===== config.mk =====
export PLATFORM = sky130hd
export DESIGN_NAME = subst_codec
export DESIGN_NICKNAME = d
export VERILOG_FILES = /design/src/rtl/subst_pkg.sv /design/src/rtl/subst_cam.sv /design/src/rtl/subst_codec.sv
export SDC_FILE = /design/constraint.sdc
export NUM_CORES = 1
export LEC_CHECK = 0
export CORE_MARGIN = 4
export CORE_UTILIZATION = 35
export CTS_BUF_LIST = sky130_fd_sc_hd__clkbuf_8
export CTS_CLUSTER_DIAMETER = 100
export DETAILED_ROUTE_END_ITERATION = 10
export GPL_TIMING_DRIVEN = 0
export REMOVE_ABC_BUFFERS = 1
export SKIP_LAST_GASP = 1
export SYNTH_ARGS = -nofsm -noshare
export SYNTH_HDL_FRONTEND = slang
export SYNTH_SLANG_ARGS = --single-unit

===== constraint.sdc =====
create_clock -name clk -period 4.5 [get_ports clk]
set_input_delay 0.9 -clock clk [delete_from_list [all_inputs] [get_ports clk]]
set_output_delay 0.9 -clock clk [all_outputs]
set_load 0.02 [all_outputs]

===== src/rtl/subst_pkg.sv =====
// Shared types and constants for the substitution codec: controller states,
// stream mode encodings and the ASCII letters of the default ETAOINSHRDLU key.
package subst_pkg;

  typedef enum logic [2:0] {
    EMPTY = 3'd0,
    LOAD  = 3'd1,
    CHECK = 3'd2,
    RUN   = 3'd3,
    ERROR = 3'd4
  } SUBST_STATE_T;

  localparam logic MODE_DEC = 1'b0;
  localparam logic MODE_ENC = 1'b1;

  localparam logic [7:0] CH_A = 8'h41;
  localparam logic [7:0] CH_D = 8'h44;
  localparam logic [7:0] CH_E = 8'h45;
  localparam logic [7:0] CH_H = 8'h48;
  localparam logic [7:0] CH_I = 8'h49;
  localparam logic [7:0] CH_L = 8'h4C;
  localparam logic [7:0] CH_N = 8'h4E;
  localparam logic [7:0] CH_O = 8'h4F;
  localparam logic [7:0] CH_R = 8'h52;
  localparam logic [7:0] CH_S = 8'h53;
  localparam logic [7:0] CH_T = 8'h54;
  localparam logic [7:0] CH_U = 8'h55;
  localparam logic [7:0] CH_Z = 8'h5A;

  function automatic logic [15:0] sat_inc16(input logic [15:0] v);
    return (v == 16'hFFFF) ? v : v + 16'd1;
  endfunction

endpackage


===== src/rtl/subst_cam.sv =====
// Combinational search of one key column; reports whether the value is present
// and the lowest index holding it.
module subst_cam #(
  parameter int DATA_W  = 8,
  parameter int ALPHA_N = 12,
  parameter int IDX_W   = $clog2(ALPHA_N)
) (
  input  logic [DATA_W-1:0] keys [ALPHA_N],
  input  logic [DATA_W-1:0] value,
  output logic              hit,
  output logic [IDX_W-1:0]  idx
);

  // Priority search: the first matching entry wins.
  always_comb begin
    hit = 1'b0;
    idx = {IDX_W{1'b0}};
    for (int i = 0; i < ALPHA_N; i++) begin
      idx = (!hit && (keys[i] == value)) ? IDX_W'(i) : idx;
      hit = hit | (keys[i] == value);
    end
  end

endmodule


===== src/rtl/subst_codec.sv =====
// Streaming monoalphabetic substitution codec with a loadable, self-checked key
// table. Define SUBST_CODEC_STATS_EN to add saturating hit/miss beat counters.
module subst_codec
  import subst_pkg::*;
#(
  parameter int DATA_W  = 8,
  parameter int ALPHA_N = 12,
  localparam int IDX_W  = $clog2(ALPHA_N)
) (
  input  logic              clk,
  input  logic              rst_n,
  input  logic              key_we,
  input  logic [IDX_W-1:0]  key_idx,
  input  logic [DATA_W-1:0] key_plain,
  input  logic [DATA_W-1:0] key_cipher,
  input  logic              key_commit,
  output logic              key_ok,
  output logic              key_err,
  input  logic              mode,
  input  logic              in_valid,
  output logic              in_ready,
  input  logic [DATA_W-1:0] in_data,
  output logic              out_valid,
  input  logic              out_ready,
  output logic [DATA_W-1:0] out_data,
  output logic              out_miss
`ifdef SUBST_CODEC_STATS_EN
  ,
  output logic [15:0]       hit_cnt,
  output logic [15:0]       miss_cnt
`endif
);

  SUBST_STATE_T      state_r, next_s;
  logic [DATA_W-1:0] plain_r  [ALPHA_N];
  logic [DATA_W-1:0] cipher_r [ALPHA_N];
  logic [ALPHA_N-1:0] written_r;
  logic [IDX_W-1:0]  chk_idx_r;
  logic              we_s, chk_fail_s, chk_last_s, accept_s;
  logic              key_ok_r, key_err_r, out_valid_r, out_miss_r;
  logic [DATA_W-1:0] out_data_r, result_s;
  logic              hit_p_s, hit_c_s, hit_s;
  logic [IDX_W-1:0]  idx_p_s, idx_c_s;

  assign we_s       = key_we && (int'(key_idx) < ALPHA_N);
  assign chk_last_s = (int'(chk_idx_r) == ALPHA_N - 1);

  // Key table storage; writes are accepted in every state.
  always_ff @(posedge clk or negedge rst_n) begin
    if (!rst_n) begin
      for (int i = 0; i < ALPHA_N; i++) begin
        plain_r[i]  <= {DATA_W{1'b0}};
        cipher_r[i] <= {DATA_W{1'b0}};
      end
      written_r <= {ALPHA_N{1'b0}};
    end else if (we_s) begin
      plain_r[key_idx]   <= key_plain;
      cipher_r[key_idx]  <= key_cipher;
      written_r[key_idx] <= 1'b1;
    end
  end

  // Entry under check must be written and unique against every later entry.
  always_comb begin
    chk_fail_s = !written_r[chk_idx_r];
    for (int j = 0; j < ALPHA_N; j++) begin
      chk_fail_s = chk_fail_s | ((j > int'(chk_idx_r)) &&
                   ((plain_r[j] == plain_r[chk_idx_r]) ||
                    (cipher_r[j] == cipher_r[chk_idx_r])));
    end
  end

  // Next-state logic of the key controller.
  always_comb begin
    next_s = state_r;
    case (state_r)
      EMPTY: begin
        if (we_s) next_s = LOAD;
        else      next_s = EMPTY;
      end
      LOAD: begin
        if (key_commit) next_s = CHECK;
        else            next_s = LOAD;
      end
      CHECK: begin
        if (we_s)            next_s = LOAD;
        else if (chk_fail_s) next_s = ERROR;
        else if (chk_last_s) next_s = RUN;
        else                 next_s = CHECK;
      end
      RUN, ERROR: begin
        if (we_s) next_s = LOAD;
        else      next_s = state_r;
      end
      default: next_s = EMPTY;
    endcase
  end

  // Controller state, check index and registered status flags.
  always_ff @(posedge clk or negedge rst_n) begin
    if (!rst_n) begin
      state_r   <= EMPTY;
      chk_idx_r <= {IDX_W{1'b0}};
      key_ok_r  <= 1'b0;
      key_err_r <= 1'b0;
    end else begin
      state_r   <= next_s;
      chk_idx_r <= (state_r == CHECK) ? chk_idx_r + IDX_W'(1) : {IDX_W{1'b0}};
      key_ok_r  <= (next_s == RUN);
      key_err_r <= (next_s == ERROR);
    end
  end

  subst_cam #(.DATA_W(DATA_W), .ALPHA_N(ALPHA_N), .IDX_W(IDX_W)) u_cam_plain (
    .keys  (plain_r),
    .value (in_data),
    .hit   (hit_p_s),
    .idx   (idx_p_s)
  );

  subst_cam #(.DATA_W(DATA_W), .ALPHA_N(ALPHA_N), .IDX_W(IDX_W)) u_cam_cipher (
    .keys  (cipher_r),
    .value (in_data),
    .hit   (hit_c_s),
    .idx   (idx_c_s)
  );

  // Encode looks up the plain column, decode the cipher column; misses pass through.
  always_comb begin
    hit_s    = 1'b0;
    result_s = in_data;
    if (mode == MODE_ENC) begin
      hit_s    = hit_p_s;
      result_s = hit_p_s ? cipher_r[idx_p_s] : in_data;
    end else begin
      hit_s    = hit_c_s;
      result_s = hit_c_s ? plain_r[idx_c_s] : in_data;
    end
  end

  assign in_ready = (state_r == RUN) && (!out_valid_r || out_ready);
  assign accept_s = in_valid && in_ready;

  // Output register: loads on accept, empties on drain, otherwise holds.
  always_ff @(posedge clk or negedge rst_n) begin
    if (!rst_n) begin
      out_valid_r <= 1'b0;
      out_data_r  <= {DATA_W{1'b0}};
      out_miss_r  <= 1'b0;
    end else if (accept_s) begin
      out_valid_r <= 1'b1;
      out_data_r  <= result_s;
      out_miss_r  <= !hit_s;
    end else if (out_ready) begin
      out_valid_r <= 1'b0;
    end
  end

  assign key_ok    = key_ok_r;
  assign key_err   = key_err_r;
  assign out_valid = out_valid_r;
  assign out_data  = out_data_r;
  assign out_miss  = out_miss_r;

`ifdef SUBST_CODEC_STATS_EN
  logic [15:0] hit_cnt_r, miss_cnt_r;

  // Beat statistics restart whenever a new table check begins.
  always_ff @(posedge clk or negedge rst_n) begin
    if (!rst_n) begin
      hit_cnt_r  <= 16'd0;
      miss_cnt_r <= 16'd0;
    end else if ((state_r != CHECK) && (next_s == CHECK)) begin
      hit_cnt_r  <= 16'd0;
      miss_cnt_r <= 16'd0;
    end else if (accept_s) begin
      if (hit_s) hit_cnt_r  <= sat_inc16(hit_cnt_r);
      else       miss_cnt_r <= sat_inc16(miss_cnt_r);
    end
  end

  assign hit_cnt  = hit_cnt_r;
  assign miss_cnt = miss_cnt_r;
`endif

endmodule


==> impl_summary.md, run 1 <==
Global routing
The number of global-route vias before repair is 13400. Global routing consumed, over all layers together, 25.4% of the routing resources. The number of antenna violations at the first check in global routing is 2. The first global-routing pass estimated just under 100000 um of wire.

Summed over all layers, the global routing overflow is 0. The maximum number of pins on one net before global-route repair is 88.

STA
The clock period minus final worst setup slack is around 4.5 ns. Setup violations remaining at the end of the flow were counted as 0. Setup repair after global routing could not meet its margin everywhere. The worst pin sits at a relative slew slack of 2.52%. In the final timing run, aggregate negative setup slack is 0 ns. Between clock sinks in the finished design, the worst skew comes to approximately 0.024 ns.

The number of hold-slack violations in the final timing report is 0. The final max-slew violation count was 0. For the pin with the worst max-slew slack, the measured transition is 1.46 ns.

The worst path uses 99.9% of the clock period. The highest attainable clock frequency is 222 MHz.

Floorplan
The die footprint is 51800 um^2. The number of top-level pins is 48. The die is 228 um wide. Once the floorplan was initialized, standard cells occupied 35.4% of the core. The total area inside the core boundary comes to 47700 um^2. The die extent in y is 228 um. The floorplan has 80 rows.

Final layout
The net total in the final layout is 1616. Leaving out fill and tap cells, the most frequent cells in the layout are 219 x sky130_fd_sc_hd__dfrtp_1, 195 x sky130_fd_sc_hd__mux2_2, 184 x sky130_fd_sc_hd__xnor2_1. After routing the design area is 19200 um^2. The post-route netlist has a little over a quarter of its cells at a drive strength greater than 1. Leaving out fill and tap cells, the most frequent cell in the layout is sky130_fd_sc_hd__dfrtp_1.

Compared with the post-synthesis result, the final layout area differs by 13.5%.

Clock network
The tree is rooted in a sky130_fd_sc_hd__clkbuf_8. The CTS buffer count is 42. Counting every sink on the clock net gives 223.

The total number of H-tree levels is 2. The later-pin clock latency in the skew report is 0.62 ns. Clock-pin slew was measured on the worst setup and hold paths at 0.06 ns. The largest buffer count on any clock path is 3. TritonCTS built the clock tree.

Critical path
The cell at the slowest stage of the critical path is sky130_fd_sc_hd__a2111oi_0. The critical path is of the in2reg type. At the worst endpoint, the required time is 4.99 ns. The origin of the worst setup path is in_data[5]. The reg-to-reg startpoint is chk_idx_r[3]. Walking the worst path, the cells encountered are buf_2 -> buf_12 -> xor2_1 -> nor4_1 -> nand2_1 -> a221oi_2 -> o31ai_1 -> a211oi_4 -> buf_8 -> mux2i_1 -> nor2_1 -> a2111oi_0 -> o2111ai_1 -> o21a_1. The startpoint type of the worst setup path is a primary input.

The largest fanout on the critical path is 16. Data arrives at the worst endpoint at between 4 and 5 ns. The worst setup path is captured at a flip-flop. On the worst path, the slowest cell contributes a delay of 0.67 ns.

Drt
The final wirelength is 66900 um. The first routing iteration left 1618 violations. The total DRC errors in the routed layout is 0. In this run the remaining antenna-violating nets after routing total 0. The via density per instance is 6.25. Across all layers, the routed design uses between 10000 and 15000 vias. For this run, the detailed router's first-pass iteration total came to 6. The routed wire length per instance is around 30 um.

Yosys
The Yosys step of the flow raised 0 warnings. After synthesis, the largest family of logic cells by area is multiplexers. The share of the yosys chip area belonging to registers is 33.0%. The post-synthesis async set-or-reset flop share is 100%. Summing the areas of all xor and xnor instances in the mapped netlist gives 17.8% of the synthesized area. The simple-gate share of the synthesized area is a little under a tenth. The synthesized instance count is 1551. Yosys mapped the design onto 82 distinct sky130hd cell types. The share of synthesized area spent on multiplexers is 25.7%. The synthesized netlist devotes less than 1% of its cell area to adder and majority cells. Averaged over all synthesized cells, the footprint is 10.9 um^2. The main flop type after synthesis is sky130_fd_sc_hd__dfrtp_1. After synthesis the cells add up to around 17000 um^2. The synthesized netlist devotes under 10% of its cell area to compound gates. The number of enable-type register cells in the synthesized netlist is 0.

After synthesis the netlist holds a flip-flop and latch count of 223.

Placement
The count of buffers added on input and output ports is 47. The routability-driven placement congestion ratio is 0.956. Once placement finished, the instance area stood at 18000 um^2.

The HPWL after detailed placement is 47200 um.

Hold path
The path class of the tightest hold or removal check is in2async.

Power and ir drop
For this design the ratio of total power to cell area is 513 nW/um^2. The worst-case IR drop observed on VDD is about 0.26 mV. The leakage component of the power is between 7 and 8 nW.

Job
The tool flagged a number of max-cap violations equal to 0.

Outcome
The run finished with clean final reports.
-- cell usage after synthesis, types with 8 or more instances --
master | number | area (um^2)
sky130_fd_sc_hd__mux2i_1 | 82 | 821
sky130_fd_sc_hd__nand3_1 | 13 | 65.1
sky130_fd_sc_hd__clkbuf_1 | 51 | 191
sky130_fd_sc_hd__nor3_1 | 15 | 75.1
sky130_fd_sc_hd__o21ai_0 | 19 | 95.1
sky130_fd_sc_hd__xnor2_1 | 184 | 1610
sky130_fd_sc_hd__a22oi_1 | 13 | 97.6
sky130_fd_sc_hd__xor2_1 | 160 | 1400
sky130_fd_sc_hd__buf_4 | 16 | 120
sky130_fd_sc_hd__dfrtp_1 | 223 | 5580
sky130_fd_sc_hd__mux2_1 | 9 | 101
sky130_fd_sc_hd__nor4_1 | 32 | 200
sky130_fd_sc_hd__mux2_2 | 195 | 2200
sky130_fd_sc_hd__o22ai_1 | 35 | 219
sky130_fd_sc_hd__a32oi_1 | 8 | 70.1
sky130_fd_sc_hd__nand4_1 | 53 | 332
sky130_fd_sc_hd__o221ai_1 | 11 | 96.3
sky130_fd_sc_hd__a21oi_1 | 20 | 100
sky130_fd_sc_hd__mux4_2 | 51 | 1150
sky130_fd_sc_hd__nand2_1 | 54 | 203
sky130_fd_sc_hd__nor2_1 | 72 | 270
sky130_fd_sc_hd__inv_1 | 10 | 37.5
sky130_fd_sc_hd__nand2b_1 | 17 | 106
sky130_fd_sc_hd__buf_2 | 35 | 175
-- per-layer routing --
layer / wire [um] / vias up / GRT usage [%]
li1: - / 5766 / -
met1: 28000 / 7137 / 34.7
met2: 30100 / 742 / 39.7
met3: 5490 / 206 / 4.96
met4: 3280 / 2 / 10.8
met5: 19 / - / 0
-- layout make-up --
type | instances | area [um^2]
diodes | 1 | 2.50
inverters | 12 | 48.8
flip-flops and latches | 223 | 5590
repair buffers | 102 | 1230
fillers | 4590 | 28600
well taps | 615 | 769
multi-input cells | 1196 | 10700
clock inverters | 18 | 106
clock buffers | 50 | 688
repair inverters | 1 | 5.00
-- where the power goes --
group	switching [mW]	total, mW	leakage (nW)	internal, mW
combinational	2.25	4.37	3.95	2.12
sequential	1.02	3.50	2.70	2.49
clock	0.903	1.96	0.448	1.05
total	4.17	9.83	7.10	5.66
-- worst max-delay path: cells and delay by family --
family | cells | cell delay, ns
buf+inv | 3 | 0.88
mux | 1 | 0.20
compound gates | 6 | 2.31
simple gates | 3 | 0.55
xor+xnor | 1 | 0.09
-- per-stage QoR --
step                hold WS (ns)  worst slack (ns)  total power, mW  instances  util (%)
CTS                        0.220            0.0141             9.67       2198      39.7
global placement           0.444             -7.08             7.56       2093      36.5
floorplan                  0.429             -1.85             6.08       1431         -
global route               0.255           -0.0552             10.3       2217      40.1
finish                     0.227           0.00367             9.83       2218      40.2
detailed placement         0.448             -1.48             7.62       2119      37.7
-- kinds of logic after synthesis --
| logic type | Yosys count |
|---|---|
| xor gates and xnor gates | 344 |
| muxes | 341 |
| DFF | 223 |
| buffers and inverters | 132 |
| and+or+nand+nor | 300 |
| AOI/OAI and AO/OA | 208 |
| adders and majority gates | 3 |
-- sequential cells by signal, indices dropped and copies added (netlist names) --
| name | cells |
|---|---|
| chk_idx_r | 4 |
| written_r | 12 |
| key_err | 1 |
| plain_r | 96 |
| key_ok | 1 |
| out_data | 8 |
| out_miss | 1 |
| state_r | 3 |
| cipher_r | 96 |
| out_valid | 1 |
-- path summary, 6_finish.rpt --
check                           slack [ns]  depth (start not counted)      endpoint
worst max-delay path                 0.004                         14   out_data[4]
worst min-delay path                  0.23                          1   plain_r[57]
worst max register to register        0.07                         11    state_r[2]
worst min register to register        0.46                          1  written_r[6]
max in group asynchronous             3.02                          3  chk_idx_r[0]
min in group clk                      0.46                          1  written_r[6]
-- repair_timing --
item / in CTS / in global routing
endpoints found under the setup margin: 7 / 7
gates resized for setup: 11 / 6
gates cloned: 1 / 0
setup buffers: 10 / 19
pin swaps: 4 / 3
hold buffers: 0 / 0
(Power assumes the default switching activity.)
==> inputs of run 2 (changes only) <==
Settings changed: TNS_END_PERCENT set to 1.
==> impl_summary.md, run 2 (synthesized netlist as in run 1, its figures left out) <==
Job
The max-cap check violation count is 0 (unchanged).

Drt
The final wirelength came to 67000 um (+0.24%). The first-pass iteration count of the detailed router is 6 (unchanged). The routed wire length per instance is 30.2 um (+0.24%).

The number of nets still failing antenna checks after routing is 0 (unchanged). The total DRC errors in the routed layout is 0 (unchanged). The detailed router's first-iteration violation count was 1627 (+0.56%). The via density per instance is 6.26 (+0.22%).

The total via count in the routed design is 13900 (+0.22%).

STA
The worst setup margin is -0.0468 ns (-0.0505 ns). The highest attainable clock frequency is 220 MHz (-1.1%). The maximum clock skew at final layout is 0.0149 ns (-0.00913 ns). Setup repair after global routing could not meet its margin everywhere. The pin slew with the least headroom to its limit is 1.45 ns (-0.0163 ns). The final max-slew violation count is 0 (unchanged). The number of failing setup endpoints in the final timing report is 1 (+1).

The number of hold-slack violations in the final timing report was 0 (unchanged). The fraction of the cycle the final worst path needs is 101% (+1.1 points). The worst slew slack as a fraction of its limit is 3.60% (+1.1 points).

The clock period minus final worst setup slack is 4.55 ns (+0.0505 ns). The setup TNS came to -0.0468 ns (-0.0468 ns).

Clock network
The largest buffer count on any clock path is 3 (unchanged). The later-pin clock latency in the skew report was 0.61 ns (about the same). The total of hold buffers inserted after clock tree synthesis is 0 (unchanged). In this run the clock root is driven by a sky130_fd_sc_hd__clkbuf_8. The TritonCTS clock tree is built. The clock sink count was 223 (unchanged). The CTS buffer count is 42 (unchanged). The total number of H-tree levels is 2 (unchanged). The post-CTS clock slew at the launch and capture registers of the worst setup and hold paths is 0.06 ns (about the same).

Global routing
The residual overflow from global routing is 0 (unchanged). The total routing resource utilization after global routing is 25.4% (about the same). The maximum number of pins on one net before global-route repair is 88 (unchanged). The first-pass GRT wire length came to 96800 um (about the same). The number of antenna violations at the first check in global routing is 1 (-1). The number of global-route vias before repair is 13400 (-0.075%).

Final layout
The synthesis-to-layout area growth is 13.6% (about the same). The number of fill cells is 4587 (-0.065%). The count of inserted antenna diode cells was 0 (-1). The post-route cell area was 19200 um^2 (about the same). The net total in the final layout came to 1617 (+0.062%). The library cell used most frequently in the layout, excluding fill and tap cells, is sky130_fd_sc_hd__dfrtp_1.

The library cells used most frequently in the layout, excluding fill and tap cells, are 219 x sky130_fd_sc_hd__dfrtp_1, 195 x sky130_fd_sc_hd__mux2_2, 184 x sky130_fd_sc_hd__xnor2_1. In the final layout, the registers with the most flip-flops are cipher_r: 96 flops, plain_r: 96 flops, written_r: 12 flops. The share of post-route cells with drive strength above 1 is 26.5% (+0.11 points).

Floorplan
The core area is 47700 um^2 (unchanged). The die footprint is 51800 um^2 (unchanged). The effective utilization at floorplan came to 35.4% (unchanged). The total number of placement rows is 80 (unchanged). The die extent in y is 228 um (unchanged). The die width is 228 um (unchanged). The number of top-level pins is 48 (unchanged).

Critical path
The reg-to-reg startpoint is chk_idx_r[3]. The required time of the critical path was 4.99 ns (about the same). By startpoint and endpoint, the worst setup path is classified as in2reg. The origin of the worst setup path is in_data[5].

The critical path goes through buf_2 -> buf_12 -> xor2_1 -> nor4_1 -> nand2_1 -> a221oi_2 -> o31ai_1 -> a211oi_4 -> buf_8 -> mux2i_1 -> nor2_1 -> a2111oi_0 -> o2111ai_1 -> o21a_1. The capturing element type of the critical path is a flip-flop. The largest fanout on the critical path came to 16 (unchanged). The startpoint type of the worst setup path is a primary input. The number of cells on the worst reg-to-reg path was 11 (unchanged). The setup slack on the worst flop-to-flop path is 0.03 ns (-0.04 ns). The maximum single-stage delay on the critical path is 0.70 ns (+0.03 ns). The cell at the slowest stage of the critical path is sky130_fd_sc_hd__a2111oi_0. The arrival time of data at the critical path endpoint came to 5.03 ns (+0.05 ns).

Placement
The detailed placement HPWL is 47200 um (unchanged). The count of buffers from port buffering is 47 (unchanged). The routability-driven placement congestion ratio is 0.956 (unchanged).

The instance area at placement is 18000 um^2 (unchanged).

Power and ir drop
The switching power is 4.17 mW (about the same). The portion of total power attributed to sequential cells is 35.6% (about the same). The power per cell area came to 513 nW/um^2 (about the same). The share of total power in the clock network came to 19.9% (about the same). The fraction of power consumed by combinational cells is 44.4% (about the same). The leakage component of the power is 7.10 nW (about the same).

The cell-internal power is 5.66 mW (about the same). The post-route total power is 9.84 mW (about the same). The worst IR drop on VDD is 0.263 mV (+0.70%). The switching portion of total power is 42.4% (about the same).

Outcome
The run finished, with violations left. The checks that failed: setup timing.

Hold path
The tightest min-delay check is of the in2async type.
## run 2: layer usage
layer	track usage (%)	share of wire, %	vias to the layer above
met4	10.8	4.8	2
met2	39.7	45	805
met3	4.93	8.4	190
li1	-	-	5767
met5	0	0.028	-
met1	34.7	41	7120
## run 2: final cells by class
cell class                      count  area [um^2]  share of cell area [%]
Multi-Input combinational cell   1196        10700                    56.0
Sequential cell                   223         5590                    29.1
Timing Repair Buffer              103         1220                    6.38
Tap cell                          615          769                    4.01
Clock buffer                       50          688                    3.59
Clock inverter                     18          106                   0.555
Inverter                           12         48.8                   0.254
Timing Repair inverter              1         5.00                  0.0261
## run 2: worst paths after layout
check,end
hold / removal,plain_r[57]
max in group asynchronous,chk_idx_r[0]
setup reg to reg,state_r[2]
hold reg to reg,written_r[6]
setup / recovery,out_data[4]
min in group clk,written_r[6]
## run 2: worst max-delay path: cells and delay by family
family	cells	cell delay, ns
AOI/OAI and AO/OA	6	2.35
xor gates and xnor gates	1	0.09
buffers and inverters	3	0.87
muxes	1	0.20
and+or+nand+nor	3	0.55
## run 2: repair_timing
action,4_1_cts,5_1_grt
resized for setup,8,11
setup endpoints to repair,7,11
setup buffers,6,24
pin swaps,4,3
gates cloned,1,0
## run 2: power by group through the flow
stage / Sequential [mW] / Clock, mW / Combinational (mW)
after floorplan: 3.22 / 0 / 2.86
after global placement: 3.59 / 0 / 3.97
after detailed placement: 3.55 / 0 / 4.07
after CTS: 3.48 / 2.01 / 4.18
after global routing: 3.55 / 2.10 / 4.63
final: 3.50 / 1.96 / 4.37
## run 2: stage by stage
stage               instances  utilization (%)  setup slack (ns)  hold WS (ns)
floorplan                1431                -             -1.85         0.429
global placement         2093             36.5             -7.08         0.444
detailed placement       2119             37.7             -1.48         0.448
CTS                      2194             39.6            -0.226         0.220
global route             2218             40.2           -0.0567         0.255
finish                   2218             40.2           -0.0468         0.211
==> inputs of run 3 (changes only) <==
Settings changed: CAP_MARGIN set to 10.
==> impl_summary.md, run 3 (synthesized netlist as in run 1, its figures left out) <==
Critical path
The cell repeated most along the worst path is sky130_fd_sc_hd__or4_1. The capturing element type of the critical path is a flip-flop. The largest fanout on the critical path was 25 (+9). The maximum single-stage delay on the critical path is 0.85 ns (+0.15 ns). The startpoint-to-endpoint class of the critical path is reg2reg. The arrival time of data at the critical path endpoint is 5.02 ns (about the same). Walking the worst path, the cells encountered are nand2_1 -> o22ai_1 -> o31ai_4 -> xnor2_1 -> or4_1 -> or4_1 -> o21ai_1 -> a22o_1 -> o31ai_1 -> nand4_1 -> a31o_1.

The required time of the critical path is 5.04 ns (+0.05 ns). STA classifies the critical path startpoint as a flip-flop. The largest individual stage delay along the critical path comes from the cell sky130_fd_sc_hd__dfrtp_2.

Power and ir drop
The switching power was 4.21 mW (+0.90%). The share of total power in the clock network is 20.5% (+0.6 points). The switching portion of total power is 42.5% (+0.082 points). The leakage component of the power is 7.17 nW (+1.0%). The worst IR drop on VDD is 0.220 mV (-17%). The fraction of power consumed by combinational cells is 44.2% (-0.2 points). The power per cell area came to 513 nW/um^2 (about the same). The post-route total power is 9.91 mW (+0.70%).

The portion of total power attributed to sequential cells is 35.3% (-0.3 points). The cell-internal power is 5.70 mW (+0.56%).

Final layout
The synthesis-to-layout area growth is 14.4%. The register cell area after layout is 5590 um^2 (about the same). The final cell count without fillers is 2223 (+0.23%). The most frequent standard cell in the layout excluding fill and tap cells is sky130_fd_sc_hd__dfrtp_1.

The net total in the final layout is 1618 (+0.062%). In the final layout, the registers with the most flip-flops are cipher_r: 96 flops, plain_r: 96 flops, written_r: 12 flops. The area of the multi-input gates is 10700 um^2 (about the same). The share of post-route cells with drive strength above 1 is 26.7% (+0.23 points). In the layout the commonest cells are 219 x sky130_fd_sc_hd__dfrtp_1, 195 x sky130_fd_sc_hd__mux2_2, 184 x sky130_fd_sc_hd__xnor2_1. The count of inserted antenna diode cells is 0 (unchanged). The final core area utilization is 40.5% (+0.29 points). The number of fill cells is 4569 (-0.39%).

Clock network
The total number of H-tree levels came to 2 (unchanged). The root buffer cell is sky130_fd_sc_hd__clkbuf_8. The clock sink count came to 223 (unchanged). The later-pin clock latency in the skew report came to 0.63 ns (+0.02 ns). The post-CTS clock slew at the launch and capture registers of the worst setup and hold paths is 0.06 ns (about the same). The largest buffer count on any clock path is 3 (unchanged). The CTS buffer count was 41 (-2.4%). The TritonCTS clock tree is built.

Floorplan
The die footprint is 51800 um^2 (unchanged). The total number of placement rows is 80 (unchanged). The die extent in y came to 228 um (unchanged). The number of top-level pins was 48 (unchanged). The effective utilization at floorplan is 35.4% (unchanged). The die width is 228 um (unchanged). The core area came to 47700 um^2 (unchanged).

Drt
The first-pass iteration count of the detailed router was 8 (+2). The final wirelength is 66900 um (-0.24%). The total via count in the routed design came to 13900 (-0.11%). The detailed router's first-iteration violation count is 1543 (-5.2%). The via density per instance is 6.24 (-0.33%).

The total DRC errors in the routed layout came to 0 (unchanged). The routed wire length per instance is 30.1 um (-0.46%). The number of nets still failing antenna checks after routing was 0 (unchanged).

STA
The number of hold-slack violations in the final timing report is 0 (unchanged). The worst slew slack as a fraction of its limit came to 13.2% (+9.6 points). The highest attainable clock frequency came to 223 MHz (+1.5%). Setup repair after global routing could not meet its margin everywhere. The final max-slew violation count was 0 (unchanged). The maximum clock skew at final layout is 0.0296 ns (+0.0147 ns).

The number of failing setup endpoints in the final timing report was 0 (-1). The worst setup margin was 0.0191 ns (+0.0659 ns). The setup TNS is 0 ns (+0.0468 ns). The fraction of the cycle the final worst path needs is 99.6% (-1.5 points). The clock period minus final worst setup slack is 4.48 ns (-0.0659 ns). The pin slew with the least headroom to its limit came to 1.30 ns (-0.144 ns).

Global routing
The maximum number of pins on one net before global-route repair is 88 (unchanged). The residual overflow from global routing was 0 (unchanged). The number of antenna violations at the first check in global routing is 2 (+1).

The first-pass GRT wire length is 96900 um (about the same). The total routing resource utilization after global routing is 25.4% (-0.027 points). The number of global-route vias before repair is 13500 (+0.54%).

Placement
The routability-driven placement congestion ratio came to 0.956 (unchanged). The number of instances in the placed design is 2124 (+0.24%). The worst setup slack before clock tree synthesis was -1.02 ns (+0.456 ns).

The count of buffers from port buffering is 47 (unchanged). The detailed placement HPWL was 47700 um (+1.1%).

Hold path
The path class of the tightest hold or removal check is in2async.

Job
The max-cap check violation count came to 0 (unchanged).

Outcome
The flow ran to the end, and the final reports show no timing, DRC or antenna violations.
## run 3: changes by cell type in the layout (fill, tap and decap cells not counted), moves of 2 or more
cell and change:
sky130_fd_sc_hd__buf_4 -2, sky130_fd_sc_hd__buf_16 +4, sky130_fd_sc_hd__inv_6 +2, sky130_fd_sc_hd__clkinv_2 +3
sky130_fd_sc_hd__inv_1 -2
## run 3: layout make-up
class	count	share of cell area, %
clock inverter	20	0.641
sequential	223	28.9
timing repair buffer	106	6.93
multi-input combinational	1196	55.6
inverter	12	0.253
clock buffer	51	3.63
tap	615	3.98
## run 3: metal layers
metal / global-route usage (%) / part of all wire (%) / vias to the layer above
li1: - / - / 5782
met5: 0 / 0.045 / -
met3: 4.85 / 8.5 / 224
met1: 34.7 / 41 / 7092
met2: 39.3 / 45 / 767
met4: 11.4 / 5.5 / 4
## run 3: per-stage QoR
stage                     instance area [um^2]  hold WS (ns)
after floorplan                          16200         0.429
after global placement                   17400         0.444
after detailed placement                 18100         0.449
after CTS                                19000         0.214
after global routing                     19300         0.233
final                                    19300         0.193
## run 3: power by group through the flow
stage	clock, mW	sequential (mW)	combinational (mW)
2_1_floorplan	0	3.22	2.86
3_3_place_gp	0	3.59	3.97
3_5_place_dp	0	3.54	4.09
4_1_cts	2.07	3.48	4.20
5_1_grt	2.16	3.55	4.64
6_report	2.03	3.50	4.38
## run 3: repair_timing
| action | CTS | global route |
|---|---|---|
| buffers inserted | 6 | 20 |
| hold buffers | 0 | 0 |
| setup endpoints to repair | 6 | 10 |
| resized for setup | 4 | 13 |
| pin swaps | 4 | 4 |
## run 3: critical path: cells and delay by family, from the launching register on
family / cells / cell delay [ns]
XOR/XNOR: 1 / 0.15
flip-flops: 1 / 0.85
AO/OA/AOI/OAI: 6 / 1.42
AND/OR/NAND/NOR: 4 / 1.98
## run 3: path summary, 6_finish.rpt
check,startpoint,end,slack [ns],cells after the start
max reg2reg,chk_idx_r[1],state_r[2],0.02,11
max,chk_idx_r[1],state_r[2],0.02,11
min in group clk,written_r[2],written_r[2],0.46,1
min,rst_n,plain_r[57],0.19,1
min reg2reg,written_r[2],written_r[2],0.46,1
max in group asynchronous,rst_n,chk_idx_r[0],3.03,3
